## src/rtl/wb_arb_pkg.sv

```systemverilog
// Shared types and constants for the write-back port arbiter.
// Holds the buffered unit-result record and the FIFO/starvation limits.
package wb_arb_pkg;

    localparam int WB_FIFO_DEPTH   = 2;
    localparam int WB_STARVE_LIMIT = 3;

    typedef struct packed {
        logic        reg_we;
        logic        hi_we;
        logic        lo_we;
        logic [4:0]  addr;
        logic [31:0] data;
        logic [31:0] hi;
        logic [31:0] lo;
        logic [31:0] pc;
    } wb_entry;

endpackage

```

## src/rtl/wb_port_arbiter_if.sv

```systemverilog
// Bus bundle between pipeline/mul-div unit and the write-back arbiter.
// master = surrounding core, slave = arbiter.
interface wb_port_arbiter_if;

    logic        p_valid;
    logic        p_reg_we;
    logic        p_hi_we;
    logic        p_lo_we;
    logic [4:0]  p_waddr;
    logic [31:0] p_wdata;
    logic [31:0] p_hi;
    logic [31:0] p_lo;
    logic [31:0] p_pc;
    logic        p_stall;

    logic        m_valid;
    logic        m_ready;
    logic        m_reg_we;
    logic        m_hi_we;
    logic        m_lo_we;
    logic [4:0]  m_waddr;
    logic [31:0] m_wdata;
    logic [31:0] m_hi;
    logic [31:0] m_lo;
    logic [31:0] m_pc;

    logic        rf_we;
    logic [4:0]  rf_waddr;
    logic [31:0] rf_wdata;
    logic        hi_we;
    logic        lo_we;
    logic [31:0] hi_wdata;
    logic [31:0] lo_wdata;

    logic [3:0]  dbg_reg_we;
    logic [4:0]  dbg_waddr;
    logic [31:0] dbg_wdata;
    logic [31:0] dbg_pc;

    modport master (
        output p_valid, p_reg_we, p_hi_we, p_lo_we,
        output p_waddr, p_wdata, p_hi, p_lo, p_pc,
        input  p_stall,
        output m_valid, m_reg_we, m_hi_we, m_lo_we,
        output m_waddr, m_wdata, m_hi, m_lo, m_pc,
        input  m_ready,
        input  rf_we, rf_waddr, rf_wdata,
        input  hi_we, lo_we, hi_wdata, lo_wdata,
        input  dbg_reg_we, dbg_waddr, dbg_wdata, dbg_pc
    );

    modport slave (
        input  p_valid, p_reg_we, p_hi_we, p_lo_we,
        input  p_waddr, p_wdata, p_hi, p_lo, p_pc,
        output p_stall,
        input  m_valid, m_reg_we, m_hi_we, m_lo_we,
        input  m_waddr, m_wdata, m_hi, m_lo, m_pc,
        output m_ready,
        output rf_we, rf_waddr, rf_wdata,
        output hi_we, lo_we, hi_wdata, lo_wdata,
        output dbg_reg_we, dbg_waddr, dbg_wdata, dbg_pc
    );

endinterface

```

## src/rtl/wb_fifo2.sv

```systemverilog
// Two-entry FIFO buffering mul/div results awaiting a write-back slot.
// Push while full is accepted only when a pop happens in the same cycle.
module wb_fifo2
    import wb_arb_pkg::*;
(
    input  logic       clk,
    input  logic       rst,
    input  logic       push,
    input  logic       pop,
    input  wb_entry    din,
    output wb_entry    head,
    output logic [1:0] count
);

    wb_entry mem [WB_FIFO_DEPTH];
    logic    rd_ptr;
    logic    wr_ptr;
    logic    do_push;
    logic    do_pop;

    assign do_pop  = pop && (count != 2'd0);
    assign do_push = push && ((count < 2'(WB_FIFO_DEPTH)) || do_pop);
    assign head    = mem[rd_ptr];

    always_ff @(posedge clk or negedge rst) begin
        if (!rst) begin
            mem[0] <= '0;
            mem[1] <= '0;
            rd_ptr <= 1'b0;
            wr_ptr <= 1'b0;
            count  <= 2'd0;
        end else begin
            if (do_push) begin
                mem[wr_ptr] <= din;
                wr_ptr      <= ~wr_ptr;
            end
            if (do_pop)
                rd_ptr <= ~rd_ptr;
            unique case ({do_push, do_pop})
                2'b10:   count <= count + 2'd1;
                2'b01:   count <= count - 2'd1;
                default: count <= count;
            endcase
        end
    end

endmodule

```

## src/rtl/wb_port_arbiter.sv

```systemverilog
// Write-back port arbiter: pipeline owns RF/HI/LO, buffered unit results fill gaps.
// Define WB_DEBUG_TRACE_EN to drive the dbg_* retire trace; otherwise it is tied to 0.
module wb_port_arbiter
    import wb_arb_pkg::*;
(
    input  logic               clk,
    input  logic               rst,
    wb_port_arbiter_if.slave   bus
);

    wb_entry    m_in;
    wb_entry    head;
    logic [1:0] count;
    logic [1:0] starve;
    logic [1:0] starve_nxt;
    logic       stall_q;
    logic       m_rdy;
    logic       push;
    logic       head_vld;
    logic       pv;
    logic       conflict;
    logic       drain;

    logic        rf_we;
    logic [4:0]  rf_waddr;
    logic [31:0] rf_wdata;
    logic        hi_we;
    logic        lo_we;
    logic [31:0] hi_wdata;
    logic [31:0] lo_wdata;

    always_comb begin
        m_in        = '0;
        m_in.reg_we = bus.m_reg_we;
        m_in.hi_we  = bus.m_hi_we;
        m_in.lo_we  = bus.m_lo_we;
        m_in.addr   = bus.m_waddr;
        m_in.data   = bus.m_wdata;
        m_in.hi     = bus.m_hi;
        m_in.lo     = bus.m_lo;
        m_in.pc     = bus.m_pc;
    end

    assign m_rdy    = rst && (count < 2'(WB_FIFO_DEPTH));
    assign push     = bus.m_valid && m_rdy;
    assign head_vld = (count != 2'd0);
    assign pv       = rst && bus.p_valid;

    assign conflict = pv && ((head.reg_we && bus.p_reg_we) ||
                             (head.hi_we  && bus.p_hi_we)  ||
                             (head.lo_we  && bus.p_lo_we));
    assign drain    = head_vld && (!conflict || stall_q);

    wb_fifo2 u_fifo (
        .clk   (clk),
        .rst   (rst),
        .push  (push),
        .pop   (drain),
        .din   (m_in),
        .head  (head),
        .count (count)
    );

    // A head left waiting is always a conflict deferral; stall cycles always drain.
    always_comb begin
        starve_nxt = starve;
        if (!head_vld || drain)
            starve_nxt = 2'd0;
        else if (starve != 2'(WB_STARVE_LIMIT))
            starve_nxt = starve + 2'd1;
    end

    always_ff @(posedge clk or negedge rst) begin
        if (!rst) begin
            starve  <= 2'd0;
            stall_q <= 1'b0;
        end else begin
            starve  <= starve_nxt;
            stall_q <= (starve_nxt == 2'(WB_STARVE_LIMIT));
        end
    end

    always_comb begin
        rf_we    = 1'b0;
        rf_waddr = '0;
        rf_wdata = '0;
        hi_we    = 1'b0;
        hi_wdata = '0;
        lo_we    = 1'b0;
        lo_wdata = '0;
        if (pv && bus.p_reg_we) begin
            rf_we    = 1'b1;
            rf_waddr = bus.p_waddr;
            rf_wdata = bus.p_wdata;
        end else if (drain && head.reg_we) begin
            rf_we    = 1'b1;
            rf_waddr = head.addr;
            rf_wdata = head.data;
        end
        if (rf_waddr == 5'd0)
            rf_we = 1'b0;
        if (pv && bus.p_hi_we) begin
            hi_we    = 1'b1;
            hi_wdata = bus.p_hi;
        end else if (drain && head.hi_we) begin
            hi_we    = 1'b1;
            hi_wdata = head.hi;
        end
        if (pv && bus.p_lo_we) begin
            lo_we    = 1'b1;
            lo_wdata = bus.p_lo;
        end else if (drain && head.lo_we) begin
            lo_we    = 1'b1;
            lo_wdata = head.lo;
        end
    end

    assign bus.m_ready  = m_rdy;
    assign bus.p_stall  = stall_q;
    assign bus.rf_we    = rf_we;
    assign bus.rf_waddr = rf_waddr;
    assign bus.rf_wdata = rf_wdata;
    assign bus.hi_we    = hi_we;
    assign bus.hi_wdata = hi_wdata;
    assign bus.lo_we    = lo_we;
    assign bus.lo_wdata = lo_wdata;

`ifdef WB_DEBUG_TRACE_EN
    logic [4:0]  dbg_waddr;
    logic [31:0] dbg_wdata;
    logic [31:0] dbg_pc;

    always_comb begin
        dbg_waddr = '0;
        dbg_wdata = '0;
        dbg_pc    = '0;
        if (pv) begin
            dbg_waddr = bus.p_waddr;
            dbg_wdata = bus.p_wdata;
            dbg_pc    = bus.p_pc;
        end else if (drain) begin
            dbg_waddr = head.addr;
            dbg_wdata = head.data;
            dbg_pc    = head.pc;
        end
    end

    assign bus.dbg_reg_we = {4{rf_we}};
    assign bus.dbg_waddr  = dbg_waddr;
    assign bus.dbg_wdata  = dbg_wdata;
    assign bus.dbg_pc     = dbg_pc;
`else
    logic unused_trace;
    assign unused_trace   = ^{head.pc, bus.p_pc};
    assign bus.dbg_reg_we = '0;
    assign bus.dbg_waddr  = '0;
    assign bus.dbg_wdata  = '0;
    assign bus.dbg_pc     = '0;
`endif

endmodule

```

## src/flat_wrapper.sv

```systemverilog
// flat-port wrapper written by rule: the top's interface ports become plain ports
module wb_port_arbiter_flat import wb_arb_pkg::*;
  (clk, rst, bus_p_valid, bus_p_reg_we, bus_p_hi_we, bus_p_lo_we, bus_p_waddr, bus_p_wdata, bus_p_hi, bus_p_lo, bus_p_pc, bus_p_stall, bus_m_valid, bus_m_reg_we, bus_m_hi_we, bus_m_lo_we, bus_m_waddr, bus_m_wdata, bus_m_hi, bus_m_lo, bus_m_pc, bus_m_ready, bus_rf_we, bus_rf_waddr, bus_rf_wdata, bus_hi_we, bus_lo_we, bus_hi_wdata, bus_lo_wdata, bus_dbg_reg_we, bus_dbg_waddr, bus_dbg_wdata, bus_dbg_pc);
  wb_port_arbiter_if bus_i ();
  input  logic clk;
  input  logic rst;
  input wire logic [$bits(bus_i.p_valid)-1:0] bus_p_valid;
  input wire logic [$bits(bus_i.p_reg_we)-1:0] bus_p_reg_we;
  input wire logic [$bits(bus_i.p_hi_we)-1:0] bus_p_hi_we;
  input wire logic [$bits(bus_i.p_lo_we)-1:0] bus_p_lo_we;
  input wire logic [$bits(bus_i.p_waddr)-1:0] bus_p_waddr;
  input wire logic [$bits(bus_i.p_wdata)-1:0] bus_p_wdata;
  input wire logic [$bits(bus_i.p_hi)-1:0] bus_p_hi;
  input wire logic [$bits(bus_i.p_lo)-1:0] bus_p_lo;
  input wire logic [$bits(bus_i.p_pc)-1:0] bus_p_pc;
  output wire logic [$bits(bus_i.p_stall)-1:0] bus_p_stall;
  input wire logic [$bits(bus_i.m_valid)-1:0] bus_m_valid;
  input wire logic [$bits(bus_i.m_reg_we)-1:0] bus_m_reg_we;
  input wire logic [$bits(bus_i.m_hi_we)-1:0] bus_m_hi_we;
  input wire logic [$bits(bus_i.m_lo_we)-1:0] bus_m_lo_we;
  input wire logic [$bits(bus_i.m_waddr)-1:0] bus_m_waddr;
  input wire logic [$bits(bus_i.m_wdata)-1:0] bus_m_wdata;
  input wire logic [$bits(bus_i.m_hi)-1:0] bus_m_hi;
  input wire logic [$bits(bus_i.m_lo)-1:0] bus_m_lo;
  input wire logic [$bits(bus_i.m_pc)-1:0] bus_m_pc;
  output wire logic [$bits(bus_i.m_ready)-1:0] bus_m_ready;
  output wire logic [$bits(bus_i.rf_we)-1:0] bus_rf_we;
  output wire logic [$bits(bus_i.rf_waddr)-1:0] bus_rf_waddr;
  output wire logic [$bits(bus_i.rf_wdata)-1:0] bus_rf_wdata;
  output wire logic [$bits(bus_i.hi_we)-1:0] bus_hi_we;
  output wire logic [$bits(bus_i.lo_we)-1:0] bus_lo_we;
  output wire logic [$bits(bus_i.hi_wdata)-1:0] bus_hi_wdata;
  output wire logic [$bits(bus_i.lo_wdata)-1:0] bus_lo_wdata;
  output wire logic [$bits(bus_i.dbg_reg_we)-1:0] bus_dbg_reg_we;
  output wire logic [$bits(bus_i.dbg_waddr)-1:0] bus_dbg_waddr;
  output wire logic [$bits(bus_i.dbg_wdata)-1:0] bus_dbg_wdata;
  output wire logic [$bits(bus_i.dbg_pc)-1:0] bus_dbg_pc;
  assign bus_i.p_valid = bus_p_valid;
  assign bus_i.p_reg_we = bus_p_reg_we;
  assign bus_i.p_hi_we = bus_p_hi_we;
  assign bus_i.p_lo_we = bus_p_lo_we;
  assign bus_i.p_waddr = bus_p_waddr;
  assign bus_i.p_wdata = bus_p_wdata;
  assign bus_i.p_hi = bus_p_hi;
  assign bus_i.p_lo = bus_p_lo;
  assign bus_i.p_pc = bus_p_pc;
  assign bus_p_stall = bus_i.p_stall;
  assign bus_i.m_valid = bus_m_valid;
  assign bus_i.m_reg_we = bus_m_reg_we;
  assign bus_i.m_hi_we = bus_m_hi_we;
  assign bus_i.m_lo_we = bus_m_lo_we;
  assign bus_i.m_waddr = bus_m_waddr;
  assign bus_i.m_wdata = bus_m_wdata;
  assign bus_i.m_hi = bus_m_hi;
  assign bus_i.m_lo = bus_m_lo;
  assign bus_i.m_pc = bus_m_pc;
  assign bus_m_ready = bus_i.m_ready;
  assign bus_rf_we = bus_i.rf_we;
  assign bus_rf_waddr = bus_i.rf_waddr;
  assign bus_rf_wdata = bus_i.rf_wdata;
  assign bus_hi_we = bus_i.hi_we;
  assign bus_lo_we = bus_i.lo_we;
  assign bus_hi_wdata = bus_i.hi_wdata;
  assign bus_lo_wdata = bus_i.lo_wdata;
  assign bus_dbg_reg_we = bus_i.dbg_reg_we;
  assign bus_dbg_waddr = bus_i.dbg_waddr;
  assign bus_dbg_wdata = bus_i.dbg_wdata;
  assign bus_dbg_pc = bus_i.dbg_pc;
  wb_port_arbiter u_core (.clk(clk), .rst(rst), .bus(bus_i));
endmodule
```

## config.mk

```make
export PLATFORM = sky130hd
export DESIGN_NAME = wb_port_arbiter_flat
export DESIGN_NICKNAME = d
export VERILOG_FILES = /design/src/rtl/wb_arb_pkg.sv /design/src/rtl/wb_port_arbiter_if.sv /design/src/rtl/wb_fifo2.sv /design/src/rtl/wb_port_arbiter.sv /design/src/flat_wrapper.sv
export SDC_FILE = /design/constraint.sdc
export NUM_CORES = 1
export LEC_CHECK = 0
export BUFFER_PORTS_ARGS = -buffer_cell sky130_fd_sc_hd__buf_4
export CAP_MARGIN = 20
export CORE_UTILIZATION = 35
export DETAILED_ROUTE_END_ITERATION = 7
export PLACE_DENSITY = 0.63
export SYNTH_ARGS = -nofsm -noshare
export SYNTH_HDL_FRONTEND = slang
export SYNTH_SLANG_ARGS = --single-unit
export TNS_END_PERCENT = 20
```

## constraint.sdc

```tcl
create_clock -name clk -period 2.9 [get_ports clk]
set_input_delay 0.145 -clock clk [delete_from_list [all_inputs] [get_ports clk]]
set_output_delay 0.145 -clock clk [all_outputs]
set_load 0.005 [all_outputs]
```

==> metrics.txt <==
1st-iter DRT viols 224; clk_lat worst skew 0.53 ns; placed cell area 0.0134 mm²; Util after Layout 51.4%; leading area contributor after synthesis dfrtp_1; CORE AREA 0.0305 mm²; Via density 4.69; Register Area 0.00538 mm²; Syn Inst Count 908; post-route ant nets 0; Final period util 98.4%; max cap viols 0; port bufs 317; crit path cell chain mux2_4 > a222oi_1 > o32a_2 > buf_12 > nand3_4 > buf_12 > o21ai_2 > buf_4; outcome finished clean; Post-synth top flop dfrtp_1; global placement routability congestion 0.718; DP Worst Slack 0.325 ns; Reg power frac 34.8%; Syn-to-layout area delta 44.8%; CP Capture Type output pin; Worst Path Required 2.76 ns; DR pass1 iterations 4; Longest Clk Path Bufs 3; post-layout minimum cycle time 2.85 ns; switching power 4.95 mW; Mapped Area 0.0108 mm²; clk sinks 215; final setup fails 0; Yosys Warn Count 0; RSZ-0062 raised after global routing yes; most common library cells after synthesis dfrtp_1, mux2_2, nand2_1; arrival time worst endpoint 2.71 ns; pin count of the biggest net entering global routing 81; share of the synthesized area in the top cell type 49.6%; Mean Syn Cell Area 11.9 µm²; Synth async-reset ratio 100%; Ports 455; Die X 178 µm; area occupied by multi-input gates 0.00511 mm²; total vias in the final route 8216; #FFs+latches synth 215; final non-filler cell total 1753; total track usage 17.5%; share of layout cells above drive strength 1 48.1%; worst hold slack 0.238 ns; Clock transition at path regs 0.06 ns; Peak Freq 0.351 GHz; Crit path largest cell delay 0.51 ns; Hold Crit Depth 4; fill count 2714; Gate power share 43.7%; fin area 0.0157 mm²; CP dominant cell by count buf_12; count leader, synth dfrtp_1; clock share of power 21.5%; switch share 32.7%; Worst Path Buf+Inv 3; FP Rows 64; hold crit path type input port to flip-flop; initial core utilization 35.5%; met1 Use GR 21.0%; Clk Tree Root Cell clkbuf_16; gr ovfl total 0; post-DP HPWL 18700 µm; Routed WL 28200 µm; Final TNS setup 0 ns; share of the yosys chip area belonging to registers 49.6%; Post-synth EDFFs 0; internal power 10.2 mW; Cell Pwr Density 965 mW/mm²; vias in the first global route 8372; crit path kind flip-flop to output pin; endpoints failing hold 0; drt drc 0; Slowest-stage cell, CP dfrtp_4; H-tree Lvls 1; GRT busiest layer met2; final net count 1612; Slew HR 38.0%; TritonCTS clock tree built; path depth of the worst reg2reg path 7; cell family with most CP delay compound AO/OA/AOI/OAI gates; worst setup margin 0.0474 ns; Die H 178 µm; Crit Path Max Fanout 19; Tightest Pin Transition 0.930 ns; Startpoint Class flip-flop; first-pass GRT wire length 43500 µm; DP Cell Count 1581; CTS Buf Count 26; Pleak 7.37 nW; critical path depth 8; grt met2 use 31.7%; main area contributors after synthesis dfrtp_1, mux2_2, mux2i_1; die area 0.0317 mm²; Slew Limit Fails 0; VDD IR max 0.000481 V; initial antenna violation count 3; Overall Power 15.1 mW; clock skew 0.0110 ns; Netlist cell types 35; average routed wire per standard cell 16.1 µm; met3 Usage GRT 3.07%
[cell type report]
type | instances | area share, %
Antenna cell | 2 | 0.0319
Clock buffer | 37 | 4.74
Timing Repair Buffer | 453 | 24.4
Inverter | 1 | 0.0239
Tap cell | 396 | 3.16
Sequential cell | 215 | 34.3
Clock inverter | 11 | 0.766
Multi-Input combinational cell | 638 | 32.6
[flip-flops by register name, summed over array words and instances, names as in the netlist]
| signal | count |
|---|---|
| u_core.starve | 2 |
| u_core.u_fifo.rd_ptr | 1 |
| u_core.u_fifo.mem | 208 |
| u_core.bus.p_stall | 1 |
| u_core.u_fifo.wr_ptr | 1 |
| u_core.u_fifo.count | 2 |
[power by group through the flow]
stage / clock network, mW / registers [mW] / logic (mW)
floorplan: 0 / 5.07 / 3.98
global placement: 0 / 5.24 / 5.89
detailed placement: 0 / 5.32 / 6.00
CTS: 3.37 / 5.26 / 6.43
global route: 3.49 / 5.46 / 7.20
finish: 3.26 / 5.27 / 6.62
[cell usage in the layout (no fill, tap or decap), types with 8 or more instances in the layout]
master         synthesis  final
buf_12                 0      8
dfrtp_1              215    214
o21ai_2                9     43
o21ai_1               52     19
o21ai_0               40     37
mux2i_1              101    101
clkbuf_16              0     27
conb_1                 1     73
buf_4                 74    333
mux2_2               210    209
nand2_1              107    107
dlygate4sd3_1          0    107
nor2_1                 9      8
[worst reg2reg max path, stage by stage (launching register included)]
cell and delay, ns:
dfrtp_4 0.51, mux2_4 0.33, a222oi_1 0.40, o32a_2 0.27
buf_12 0.13, ha_1 0.24, nor2_1 0.15, xor2_1 0.15
[worst paths after layout]
path                                      start  slack, ns                      to
setup / recovery           u_core.u_fifo.rd_ptr       0.05         bus_hi_wdata[9]
hold / removal                      bus_p_valid       0.24      u_core.bus.p_stall
min in group asynchronous                   rst       0.33   u_core.u_fifo.mem[63]
setup reg to reg           u_core.u_fifo.rd_ptr       0.65  u_core.u_fifo.count[1]
hold reg to reg                u_core.starve[0]       0.45        u_core.starve[0]
max in group asynchronous                   rst       0.99   u_core.u_fifo.mem[71]
[metal layers]
| layer | vias to the layer above | wire length [µm] |
|---|---|---|
| met4 | 2 | 738 |
| met2 | 267 | 14400 |
| li1 | 3901 | - |
| met1 | 3999 | 11500 |
| met5 | - | 12 |
| met3 | 47 | 1500 |
[timing repair]
action / 4_1_cts / 5_1_grt
hold buffers: 107 / 0
hold endpoints to repair: 282 / 0
gates cloned: 1 / 1
pin swaps: 6 / 40
gates resized for setup: 8 / 37
endpoints found under the setup margin: 85 / 85
buffers inserted: 8 / 3
[kinds of logic (layout without fill, tap and decap cells)]
| family | Yosys count | count (layout) | share of synthesized area [%] |
|---|---|---|---|
| XOR/XNOR | 5 | 5 | 0.404 |
| AO/OA/AOI/OAI | 113 | 113 | 5.85 |
| other | 1 | 75 | 0.0346 |
| flip-flops | 215 | 215 | 49.6 |
| buffers and inverters | 129 | 502 | 7.60 |
| multiplexers | 312 | 312 | 31.3 |
| adder cells (fa/ha/maj) | 1 | 1 | 0.115 |
| AND/OR/NAND/NOR | 132 | 134 | 5.08 |
Note: power is estimated with default switching activity, not from simulation.
